<file path="src/rtl/rf_pkg.sv">
// Shared types and constants for the register-file access controller.
// The writeback entry layout is used by both the controller and its FIFO.
package rf_pkg;

  localparam int XLEN     = 32;
  localparam int AW       = 5;
  localparam int NUM_REGS = 32;
  localparam int WB_DEPTH = 4;

  typedef enum logic [1:0] {
    IDLE,
    ISSUE,
    CAPTURE,
    RESP
  } rf_state_t;

  typedef struct packed {
    logic [AW-1:0]   rd;
    logic [XLEN-1:0] data;
  } wb_entry_t;

endpackage

</file>
<file path="src/rtl/wb_fifo.sv">
// Writeback FIFO: circular buffer of pending register-file writes.
// Pointers wrap naturally because DEPTH is a power of two.
module wb_fifo
  import rf_pkg::*;
#(
  parameter int  DEPTH = 4,
  localparam int PW    = $clog2(DEPTH),
  localparam int CW    = PW + 1
) (
  input  logic          clk,
  input  logic          rst,
  input  logic          push,
  input  wb_entry_t     push_data,
  input  logic          pop,
  output wb_entry_t     head,
  output logic          full,
  output logic          empty,
  output logic [CW-1:0] count
);

  wb_entry_t     mem_q [DEPTH];
  logic [PW-1:0] wr_ptr_q;
  logic [PW-1:0] rd_ptr_q;
  logic [CW-1:0] count_q;
  logic          do_push;
  logic          do_pop;

  assign do_push = push && !full;
  assign do_pop  = pop && !empty;

  // NOTE: storage has no reset; validity comes solely from the pointers and count.
  always_ff @(posedge clk) begin
    if (do_push) mem_q[wr_ptr_q] <= push_data;
  end

  always_ff @(posedge clk or negedge rst) begin
    if (!rst) begin
      wr_ptr_q <= '0;
      rd_ptr_q <= '0;
      count_q  <= '0;
    end else begin
      if (do_push) wr_ptr_q <= wr_ptr_q + 1'b1;
      if (do_pop)  rd_ptr_q <= rd_ptr_q + 1'b1;
      case ({do_push, do_pop})
        2'b10:   count_q <= count_q + 1'b1;
        2'b01:   count_q <= count_q - 1'b1;
        default: count_q <= count_q;
      endcase
    end
  end

  assign head  = mem_q[rd_ptr_q];
  assign full  = (count_q == CW'(DEPTH));
  assign empty = (count_q == '0);
  assign count = count_q;

endmodule

</file>
<file path="src/rtl/regfile_access_ctrl.sv">
// Serializes operand reads and buffered writebacks onto the single register-file port.
// Reads wait for the writeback FIFO to drain, so no forwarding path is needed.
module regfile_access_ctrl #(
  parameter int XLEN     = rf_pkg::XLEN,
  parameter int AW       = rf_pkg::AW,
  parameter int WB_DEPTH = rf_pkg::WB_DEPTH
) (
  input  logic            clk,
  input  logic            rst,
  input  logic            rd_req_valid,
  output logic            rd_req_ready,
  input  logic [AW-1:0]   rs1_addr,
  input  logic [AW-1:0]   rs2_addr,
  output logic            op_valid,
  input  logic            op_ready,
  output logic [XLEN-1:0] op_a,
  output logic [XLEN-1:0] op_b,
  input  logic            wb_valid,
  output logic            wb_ready,
  input  logic [AW-1:0]   wb_rd,
  input  logic [XLEN-1:0] wb_data,
  output logic            rf_rw,
  output logic [AW-1:0]   rf_rd,
  output logic [AW-1:0]   rf_rs1,
  output logic [AW-1:0]   rf_rs2,
  output logic [XLEN-1:0] rf_din,
  input  logic [XLEN-1:0] rf_outA,
  input  logic [XLEN-1:0] rf_outB
);

  rf_pkg::rf_state_t state_q;
  rf_pkg::rf_state_t state_d;
  rf_pkg::wb_entry_t push_entry;
  rf_pkg::wb_entry_t head;

  logic                      rd_accept;
  logic                      push;
  logic                      pop;
  logic                      full;
  logic                      empty;
  logic [$clog2(WB_DEPTH):0] fifo_count;

  // The wb_valid term keeps a read from overtaking a writeback arriving this cycle.
  assign rd_req_ready = rst && (state_q == rf_pkg::IDLE) && (fifo_count == '0) && !wb_valid;
  assign wb_ready     = rst && !full;
  assign rd_accept    = rd_req_valid && rd_req_ready;
  assign push         = wb_valid && wb_ready && (wb_rd != '0);
  assign push_entry   = '{rd: wb_rd, data: wb_data};

  // NOTE: state_d gets a default first so no path through the case leaves it unassigned.
  always_comb begin
    state_d = state_q;
    case (state_q)
      rf_pkg::IDLE:    if (rd_accept) state_d = rf_pkg::ISSUE;
      rf_pkg::ISSUE:   state_d = rf_pkg::CAPTURE;
      rf_pkg::CAPTURE: state_d = rf_pkg::RESP;
      rf_pkg::RESP:    if (op_valid && op_ready) state_d = rf_pkg::IDLE;
      default:         state_d = rf_pkg::IDLE;
    endcase
  end

  // Any edge that does not issue a read is free to retire one writeback.
  assign pop = !empty && (state_d != rf_pkg::ISSUE);

  wb_fifo #(
    .DEPTH(WB_DEPTH)
  ) u_wb_fifo (
    .clk      (clk),
    .rst      (rst),
    .push     (push),
    .push_data(push_entry),
    .pop      (pop),
    .head     (head),
    .full     (full),
    .empty    (empty),
    .count    (fifo_count)
  );

  // NOTE: sequential state uses non-blocking assignments so every register sees pre-edge values.
  always_ff @(posedge clk or negedge rst) begin
    if (!rst) begin
      state_q  <= rf_pkg::IDLE;
      rf_rw    <= 1'b0;
      rf_rd    <= '0;
      rf_rs1   <= '0;
      rf_rs2   <= '0;
      rf_din   <= '0;
      op_valid <= 1'b0;
      op_a     <= '0;
      op_b     <= '0;
    end else begin
      state_q <= state_d;
      rf_rw   <= pop;
      if (pop) begin
        rf_rd  <= head.rd;
        rf_din <= head.data;
      end
      if (rd_accept) begin
        rf_rs1 <= rs1_addr;
        rf_rs2 <= rs2_addr;
      end
      if (state_q == rf_pkg::CAPTURE) begin
        op_valid <= 1'b1;
        op_a     <= (rf_rs1 == '0) ? '0 : rf_outA;
        op_b     <= (rf_rs2 == '0) ? '0 : rf_outB;
      end else if ((state_q == rf_pkg::RESP) && op_ready) begin
        op_valid <= 1'b0;
      end
    end
  end

endmodule

</file>
<file path="config.mk">
export PLATFORM = sky130hd
export DESIGN_NAME = regfile_access_ctrl
export DESIGN_NICKNAME = d
export VERILOG_FILES = /design/src/rtl/rf_pkg.sv /design/src/rtl/wb_fifo.sv /design/src/rtl/regfile_access_ctrl.sv
export SDC_FILE = /design/constraint.sdc
export NUM_CORES = 1
export LEC_CHECK = 0
export ABC_CLOCK_PERIOD_IN_PS = 2100
export BUFFER_PORTS_ARGS = -buffer_cell sky130_fd_sc_hd__buf_2
export CAP_MARGIN = 20
export CORE_UTILIZATION = 48
export DETAILED_ROUTE_END_ITERATION = 10
export PLACE_DENSITY = 0.75
export RECOVER_POWER = 25
export SLEW_MARGIN = 0
export SYNTH_ARGS = -nofsm -noshare
export SYNTH_HDL_FRONTEND = slang
export SYNTH_SLANG_ARGS = --single-unit
</file>
<file path="constraint.sdc">
create_clock -name clk -period 2.1 [get_ports clk]
set_input_delay 0.21 -clock clk [delete_from_list [all_inputs] [get_ports clk]]
set_output_delay 0.21 -clock clk [all_outputs]
set_load 0.005 [all_outputs]
</file>
# Word level (Yosys, flattened, before mapping)
# Memories as Yosys holds them, arrays and structs flattened. A register that Yosys moved wholly into a read port is not among the register bits.
# Index checks and enable logic that the tools add are counted.
totals:
  register_bits: 85
  mem_bits_rw: 148
  input_bits: 116
  out_inout_bits: 115
  wordCells: 55
  n_memories: 1
classes:
  n_addsub: 4
  n_eq_ne: 7
  n_mux: 10
  n_reduce_logical: 23
memory_table:
  columns: ["name", "depth", "word_bits", "rd", "rd_ports_with_merged_regs", "write_ports", "line_no", "rtl"]
  rows:
  - ["u_wb_fifo.mem_q", 4, 37, 1, 1, 1, "wb_fifo.sv:21", "wb_entry_t mem_q [DEPTH];"]
op_table:
  columns: ["cell", "count"]
  rows:
  - ["32-bit two-way mux", 2]
  - ["1-bit logical AND", 12]
  - ["5-bit zero test", 2]
  - ["2-bit one-hot mux with 4 select lines", 1]
  - ["2-bit == test (second input constant)", 3]
  - ["3-bit one-hot mux with 2 select lines", 1]
  - ["5-bit nonzero test", 1]
  - ["2-bit by 1-bit adder with 2-bit output (second input constant)", 2]
  - ["2-bit by 1-bit == test with 1-bit output (second input constant)", 2]
  - ["1-bit zero test", 4]
  - ["1-bit two-way mux", 4]
  - ["2-bit two-way mux", 2]
  - ["2-bit nonzero test", 2]
  - ["3-bit by 1-bit adder with 3-bit output (second input constant)", 1]
  - ["3-bit == test (second input constant)", 1]
  - ["3-bit zero test", 1]
  - ["3-bit by 1-bit subtractor with 3-bit output (second input constant)", 1]
  - ["2-bit zero test", 1]
  - ["2-bit by 1-bit != test with 1-bit output (second input constant)", 1]

# Logic depth before layout (Yosys ltp)
# Gate-level depths: netlist (run 1).
logic_depth:
  ltp_word: 12
  ltp_mapped: 10
  ltp_nobuf: 10

# Cells and area by module
# From an unflattened synthesis (run 1), not the netlist that was laid out.
unflattened:
  cells_unflattened: 633
  hier_area_um2: 10314.9
modules_own_cells:
  columns: ["module", "instances", "cells_per_inst", "area_each_um2", "seq_area_each_um2"]
  rows:
  - ["wb_fifo", 1, 231, 5755.5, 4619.4]
  - ["regfile_access_ctrl", 1, 402, 4559.4, 2877.8]

# Worst setup path before layout (run 1)
# OpenSTA, ideal clock, no wires.
synth_path:
  path_kind: "reg-to-reg"
  startpoint: "register u_wb_fifo.count_q[0], in the netlist u_wb_fifo.count[0]"
  endpoint: "memory u_wb_fifo.mem_q[0][0] (netlist bit) (enable)"
  setup_ps: 398
  t_arrival_ps: 1896
  required_ps: 1702
  slack_ps: -194
  path_stages_with_launch: 5
  n_path_buf: 0
  period_less_slack_ps: 2294
  cell_sequence: "dfrtp_1 > inv_1 > a31oi_1 > o211a_1 > and2_1"
synth_between:
  elab_chain_cells: 8
synth_rtl:
  columns: ["element", "line_no", "rtl"]
  rows:
  - ["from (decl)", "wb_fifo.sv:24", "logic [CW-1:0] count_q;"]
  - ["from (signal assigned)", "wb_fifo.sv:45", "2'b10: count_q <= count_q + 1'b1;"]
  - ["from (signal assigned)", "wb_fifo.sv:46", "2'b01: count_q <= count_q - 1'b1;"]
  - ["from (signal assigned)", "wb_fifo.sv:47", "default: count_q <= count_q;"]
  - ["3-bit == test", "wb_fifo.sv:53", "assign full = (count_q == CW'(DEPTH));"]
  - ["1-bit zero test", "regfile_access_ctrl.sv:45", "assign wb_ready = rst && !full;"]
  - ["1-bit logical AND", "regfile_access_ctrl.sv:45", null]
  - ["via wb_ready", "regfile_access_ctrl.sv:19", "output logic wb_ready,"]
  - ["1-bit logical AND (2 in series)", "regfile_access_ctrl.sv:47", "assign push = wb_valid && wb_ready && (wb_rd != '0);"]
  - ["1-bit logical AND", "wb_fifo.sv:28", "assign do_push = push && !full;"]
  - ["1-bit two-way mux", "wb_fifo.sv:33", "if (do_push) mem_q[wr_ptr_q] <= push_data;"]
  - ["1-bit two-way mux (not written as such)", "wb_fifo.sv:33", null]
  - ["to (decl)", "wb_fifo.sv:21", null]
# The timed path passes the listed nets, and every way through them passes these cells.

# Worst setup path in the final report (run 1)
layout_path:
  startpoint: "register u_wb_fifo.count_q[0], in the netlist u_wb_fifo.count[0]"
  endpoint: "memory u_wb_fifo.mem_q[0][2] (netlist bit) (enable)"
layout_between:
  elab_chain_cells: 8
layout_rtl:
  columns: ["element", "line_no"]
  rows:
  - ["3-bit == test *", "wb_fifo.sv:53"]
  - ["1-bit zero test *", "wb_fifo.sv:28, regfile_access_ctrl.sv:45"]
  - ["1-bit logical AND", "regfile_access_ctrl.sv:45"]
  - ["1-bit logical AND (2 in series)", "regfile_access_ctrl.sv:47"]
  - ["1-bit logical AND *", "wb_fifo.sv:28"]
  - ["1-bit two-way mux *", "wb_fifo.sv:33"]
  - ["1-bit two-way mux (not written as such) *", "wb_fifo.sv:33"]
# Every way passes the cells marked *; elsewhere a longest branch is shown, timed or not.

==> run metrics, run 1 <==
total gr overflow=0; clock tree from TritonCTS=done; portion of the clock cycle consumed by the worst path in the final layout=95.6%; slowest cell delay on critical path=0.43 ns; kind of end point of the critical path=flop; Slew @ Worst Pin=0.727 ns; Finished Core Util=67.9%; most frequently used cell type in the post-synthesis netlist=nand2_1; Die Footprint=~0.022 sq mm; end of the worst register-to-register path=u_wb_fifo.mem_q[0][2]; buffer cell driving the clock tree root=clkbuf_16; count of buffers inserted at the top-level ports=230; final wirelength=25.2 mm; Sequential Power Share=41.4%; number of antenna violations at the first check in global routing=0; Layout fillers=1380; Hold Slack=0.0988 ns; initial cell density of the core=49.6%; first-pass iteration count of the detailed router=4; area used by multi-input combinational logic=0.00255 sq mm; via count of the first global-routing pass=7378; number of DRC violations after detailed routing=0; worst r2r src=u_wb_fifo.count[0]; placeable core region=between 0.02 and 0.025 sq mm; status=finished, final reports clean; number of nets at the end of the flow=roughly 1200; Synth Flop Type=edfxtp_1; netlist area before placement=between 0.01 and 0.015 sq mm; critical path arrival=2.24 ns; Yosys top cell by area=edfxtp_1; fraction of synthesized cell area taken by the top area cell type=43.6%; number of cells on the worst hold path=4; synth unique cells=29; first-pass GRT wire length=between 30 and 40 mm; RePlAce Congestion=0.766; CP top delay family=buffers and inverters; total number of yosys warnings=0; internal power=12.9 mW; share of synthesized area occupied by flip-flops and latches=73.5%; proportion of total power due to net switching=32.6%; deepest clock path buffer count=3; combinational power share=32.8%; worst slew slack as a fraction of its limit=51.5%; switching power summed over all nets=around 6.2 mW; half-perimeter wire length after placement=14.8 mm; crit path time final=roughly 2.0 ns; post-synthesis net count=between 800 and 900; number of buffer and inverter instances along the worst setup path=3; Area Growth Syn to Fin=36.7%; top achievable clock speed=498 MHz; Overall Global Routing Usage=23.3%; CP Data Required Time=2.34 ns; cell types with the largest area share after synthesis=edfxtp_1 (44%), dfrtp_1 (30%), nand2_1 (9.0%); number of buffers inserted to repair setup after CTS=0; final number of max-transition violations=0; final setup violation count=0; clock-pin slew reported for the worst setup and hold paths after clock tree synthesis=0.06 ns; depth of the CTS H-tree=1; Critical Path Fanout Max=15; startpoint-to-endpoint class of the critical path=reg2reg; worst reg-to-reg path cell count=6; unrepaired setup endpoints after global routing=no; Pleak=5.98 nW; later-pin clock latency in the skew report=0.54 ns; number of flip-flops and latches in the synthesized netlist=270; register-to-register setup slack=0.09 ns; number of enable-type register cells in the synthesized netlist=148; number of max-cap violations=0; number of design-rule violations left by the first detailed-router iteration=313; # rows=52; pin count of the biggest net entering global routing=123; final number of hold-violating endpoints=0; Gate Count Post-Synth=around 710; fraction of final layout cells with drive strength greater than 1=29.6%; worst hold path endpoint=state_q[0]; Post-synth ARST share=45.2%; number of sinks on the clock net=270; average instance area after synthesis=14.5 sq um; via count=around 7100; vias per inst=5.21; power density over the cells=around 1400 mW/mm^2; ordered list of cells on the worst path=inv_1 -> a31oi_1 -> o211a_1 -> buf_4 -> and2_2 -> buf_12; element type at the critical path start=flop; final routed wire length divided by cell count=18.6 microns; Hold/Removal Path Class=in2reg; worst-case vdd ir drop=926 uV; io pins=231; clock power share=25.8%; count of antenna diodes in the layout=0; critical path's slowest cell=dfrtp_1; worst hold path startpoint=rd_req_valid; cell types with the highest counts after synthesis=nand2_1 (246), edfxtp_1 (148), dfrtp_1 (122); cts bufs inserted=28; area taken by flip-flops and latches=0.00750 sq mm; DIE HEIGHT=148 microns; final worst clock skew=0.0174 ns; Chip Width=148 microns; DRT antenna net count=0
==> state kept, by name, summed over array words and instances (netlist names) <==
name / count
rf_rd: 5
op_b: 32
u_wb_fifo.rd_ptr_q: 2
rf_rs2: 5
op_a: 32
state_q: 2
u_wb_fifo.wr_ptr_q: 2
u_wb_fifo.count: 3
op_valid: 1
rf_rs1: 5
rf_rw: 1
u_wb_fifo.mem_q: 148
rf_din: 32
==> kinds of logic (layout without fill, tap and decap cells) <==
family          count (synthesis)  in the layout  share of synthesized area (%)
fa+ha+maj                       6              6                          0.809
flops                         270            270                           73.5
simple gates                  262            262                           10.2
compound gates                 66             66                           3.30
xor+xnor                        6              6                          0.515
buf+inv                        45            427                           1.83
mux                            50             50                           9.92
==> power by group through the flow <==
stage	Sequential (mW)	Combinational, mW	Clock, mW
2_1_floorplan	7.88	3.36	0
3_3_place_gp	7.89	5.89	0
3_5_place_dp	7.95	6.05	0
4_1_cts	7.87	6.24	5.03
5_1_grt	8.06	6.91	5.22
6_report	7.92	6.28	4.93
==> per-layer routing <==
metal / GRT usage (%) / routed length [microns]
met5: 0 / 0
met4: 7.94 / 608
met3: 3.98 / 1670
met2: 42.4 / 13300
met1: 28.0 / 9710
==> worst max-delay path by stage <==
stage	slack (ns)	to	startpoint	cells after the start
6_report	0.09	u_wb_fifo.mem_q[0][2]	u_wb_fifo.count[0]	6
5_1_grt	0.001	u_wb_fifo.mem_q[0][15]	u_wb_fifo.count[0]	6
4_1_cts	0.0001	u_wb_fifo.count[2]	wb_rd[4]	11
3_5_place_dp	-0.09	u_wb_fifo.count[2]	wb_rd[0]	10
3_3_place_gp	-0.08	u_wb_fifo.count[2]	wb_rd[0]	10
2_1_floorplan	0.01	u_wb_fifo.count[2]	wb_rd[0]	9
==> cells in the final DEF, fill, tap and decap left out, drive strengths merged <==
master / instances
nand2: 246
buf: 219
edfxtp: 148
dfrtp: 122
dlygate4sd3: 112
clkbuf: 76
o21ai: 64
mux4: 37
mux2: 12
inv: 9
ha: 5
clkinv: 5
and2: 4
xnor2: 4
nor2: 4
or4: 3
bufinv: 3
xor2: 2
clkinvlp: 2
nor3: 1
nor4b: 1
nand3: 1
a31oi: 1
o211a: 1
nor2b: 1
nand2b: 1
mux2i: 1
fa: 1
clkdlybuf4s25: 1
==> repair_timing <==
action | 4_1_cts | 5_1_grt
gates resized for setup | 0 | 2
hold buffers | 113 | 0
setup endpoints to repair | 0 | 1
endpoints found under the hold margin | 346 | 0
==> worst min-delay path, cell delays in order <==
cell and delay, ns:
buf_2 0.08, nand2_1 0.06, buf_4 0.17, nand2_1 0.06
==> metrics by stage <==
stage	setup WS [ns]	instance area, sq um	power [mW]	std cells	setup TNS, ns
final	0.0930	14000	19.1	1357	0
after global routing	0.00107	14000	20.2	1357	0
after CTS	0.000149	14000	19.1	1358	0
after detailed placement	-0.0928	11900	14.0	1194	-0.0928
after global placement	-0.0779	11900	13.8	1194	-0.0779
after floorplan	0.0135	10200	11.2	705	0
==> area by class of cell <==
cell class | count | share of cell area [%]
multi-input cells | 390 | 18.3
clock buffers | 40 | 5.56
clock inverters | 11 | 1.09
well taps | 270 | 2.42
repair buffers | 368 | 18.7
flip-flops and latches | 270 | 53.8
inverters | 8 | 0.215
(Power assumes the default switching activity.)
==> run 2, diff against run 1 <==
- CORE_MARGIN: unset -> 4
- CORE_UTILIZATION: 48 -> 35
- CTS_BUF_LIST: unset -> sky130_fd_sc_hd__clkbuf_8
- PLACE_DENSITY: 0.75 -> unset
==> run 2 against run 1 <==
Compared with the run above: hold slack better by 0.039 ns; total power down 1.6%; largest cell class unchanged; final cell count up 11%; fmax up 2.1%; count of clock-buffer cells in the layout up 13; largest power group unchanged; flip-flop and latch count unchanged; critical path type unchanged; combinational power down 2%.
==> run metrics, run 2 (synthesized netlist as in run 1, its figures left out) <==
number of DRC violations after detailed routing=0; kind of end point of the critical path=flop; number of max-cap violations=0; via count=6958; pin count of the biggest net entering global routing=83; Die Footprint=0.0320 sq mm; CP Data Required Time=2.33 ns; placeable core region=roughly 0.029 sq mm; power density over the cells=about 1300 mW/mm^2; clock tree from TritonCTS=done; critical path arrival=2.20 ns; critical path's slowest cell=dfrtp_1; RePlAce Congestion=0.707; Area Growth Syn to Fin=38.1%; clock-pin slew reported for the worst setup and hold paths after clock tree synthesis=0.06 ns; number of antenna violations at the first check in global routing=0; final number of hold-violating endpoints=0; later-pin clock latency in the skew report=0.55 ns; # rows=62; io pins=231; unrepaired setup endpoints after global routing=no; number of design-rule violations left by the first detailed-router iteration=331; number of sinks on the clock net=270; fraction of final layout cells with drive strength greater than 1=30.9%; first-pass GRT wire length=40.1 mm; total gr overflow=0; final number of max-transition violations=0; final worst clock skew=0.0165 ns; vias per inst=4.62; Hold/Removal Path Class=in2reg; status=finished, final reports clean; DIE HEIGHT=179 microns; portion of the clock cycle consumed by the worst path in the final layout=93.6%; Chip Width=179 microns; post-route worst setup slack=0.133 ns; Overall Global Routing Usage=16.0%; Pleak=6.08 nW; Most Frequent Cell on Critical Path=buf_4; leading cell types in the layout, fill and taps excluded=nand2_1 (246), buf_2 (192), edfxtp_1 (148); half-perimeter wire length after placement=16.3 mm; depth of the CTS H-tree=2; Finished Cell Area=around 0.014 sq mm; top achievable clock speed=508 MHz; post-layout instance count excluding filler cells=1507; commonest non-fill, non-tap cell in the layout=nand2_1; number of flip-flops under the largest register name=148; Finished Core Util=roughly half; count of buffers inserted at the top-level ports=230; final wirelength=~26 mm; worst-case vdd ir drop=587 uV; deepest clock path buffer count=3; first-pass iteration count of the detailed router=5; via count of the first global-routing pass=7311; Critical Path Fanout Max=15; crit path time final=1.97 ns; ordered list of cells on the worst path=inv_1 -> a31oi_1 -> o211a_1 -> buf_4 -> buf_4 -> and2_2 -> buf_4; number of nets at the end of the flow=between 1000 and 1500; startpoint-to-endpoint class of the critical path=reg2reg; sum of negative setup slack=0 ns; initial cell density of the core=roughly 36%; final setup violation count=0; slowest cell delay on critical path=0.43 ns; cts bufs inserted=46; final routed wire length divided by cell count=17.3 microns; instance count after placement with tap cells included=1309; count of antenna diodes in the layout=0; DRT antenna net count=0; Placed Area=0.0120 sq mm; register containing the most flip-flops in the final layout=u_wb_fifo.mem_q; worst slew slack as a fraction of its limit=59.2%; buffer cell driving the clock tree root=clkbuf_8; element type at the critical path start=flop; worst slack, placed=-0.116 ns; Slew @ Worst Pin=between 0.6 and 0.7 ns
-- run 2: cell types whose count changed in the layout (fill, tap and decap cells not counted), moves of 2 or more --
| cell | change |
|---|---|
| buf_4 | +5 |
| inv_1 | +17 |
| buf_12 | -6 |
| clkinvlp_4 | -2 |
| clkbuf_8 | +50 |
| clkbuf_16 | -28 |
| clkbuf_1 | -5 |
| clkinv_2 | +5 |
-- run 2: area by class of cell --
class | instances | area, sq um
multi-input cells | 390 | 2550
inverters | 8 | 30.0
repair buffers | 372 | 2570
fillers | 2487 | 14600
clock inverters | 30 | 236
clock buffers | 53 | 729
flip-flops and latches | 270 | 7500
well taps | 384 | 480
-- run 2: where the power goes --
part | internal, mW | switching [mW]
combinational | 2.71 | 3.45
sequential | 7.08 | 0.708
clock | 2.80 | 2.07
-- run 2: metrics by stage --
stage,hold WS (ns),power (mW)
global route,0.118,20.2
CTS,0.0114,19.1
detailed placement,0.362,14.0
finish,0.137,18.8
floorplan,-0.0856,11.2
global placement,0.341,13.8
-- run 2: timing repair --
item                                    CTS  global route
hold buffers                            114             0
hold endpoints to repair                260             0
resized for setup                         0             3
endpoints found under the setup margin    0             1
buffers inserted                          0             1
-- run 2: final timing paths --
check | slack [ns] | startpoint | end | cells past startpoint
hold / removal | 0.14 | wb_rd[3] | u_wb_fifo.mem_q[2][35] | 2
min in group asynchronous | 0.41 | rst | rf_din[13] | 3
setup reg to reg | 0.13 | u_wb_fifo.count[0] | u_wb_fifo.mem_q[2][22] | 7
hold reg to reg | 0.46 | rf_din[0] | rf_din[0] | 2
max in group asynchronous | 0.52 | rst | rf_din[28] | 5
setup / recovery | 0.13 | u_wb_fifo.count[0] | u_wb_fifo.mem_q[2][22] | 7
-- run 2: metal layers --
metal / routed length, microns / track usage, %
met3: 2370 / 4.64
met2: 12700 / 27.5
met5: 0 / 0
met4: 446 / 4.45
met1: 10600 / 19.8
-- run 2: critical path, delay by kind of cell (launching register included) --
kind | cells | cell delay, ns
flip-flops | 1 | 0.43
AO/OA/AOI/OAI | 2 | 0.44
AND/OR/NAND/NOR | 1 | 0.18
buffers and inverters | 4 | 0.59
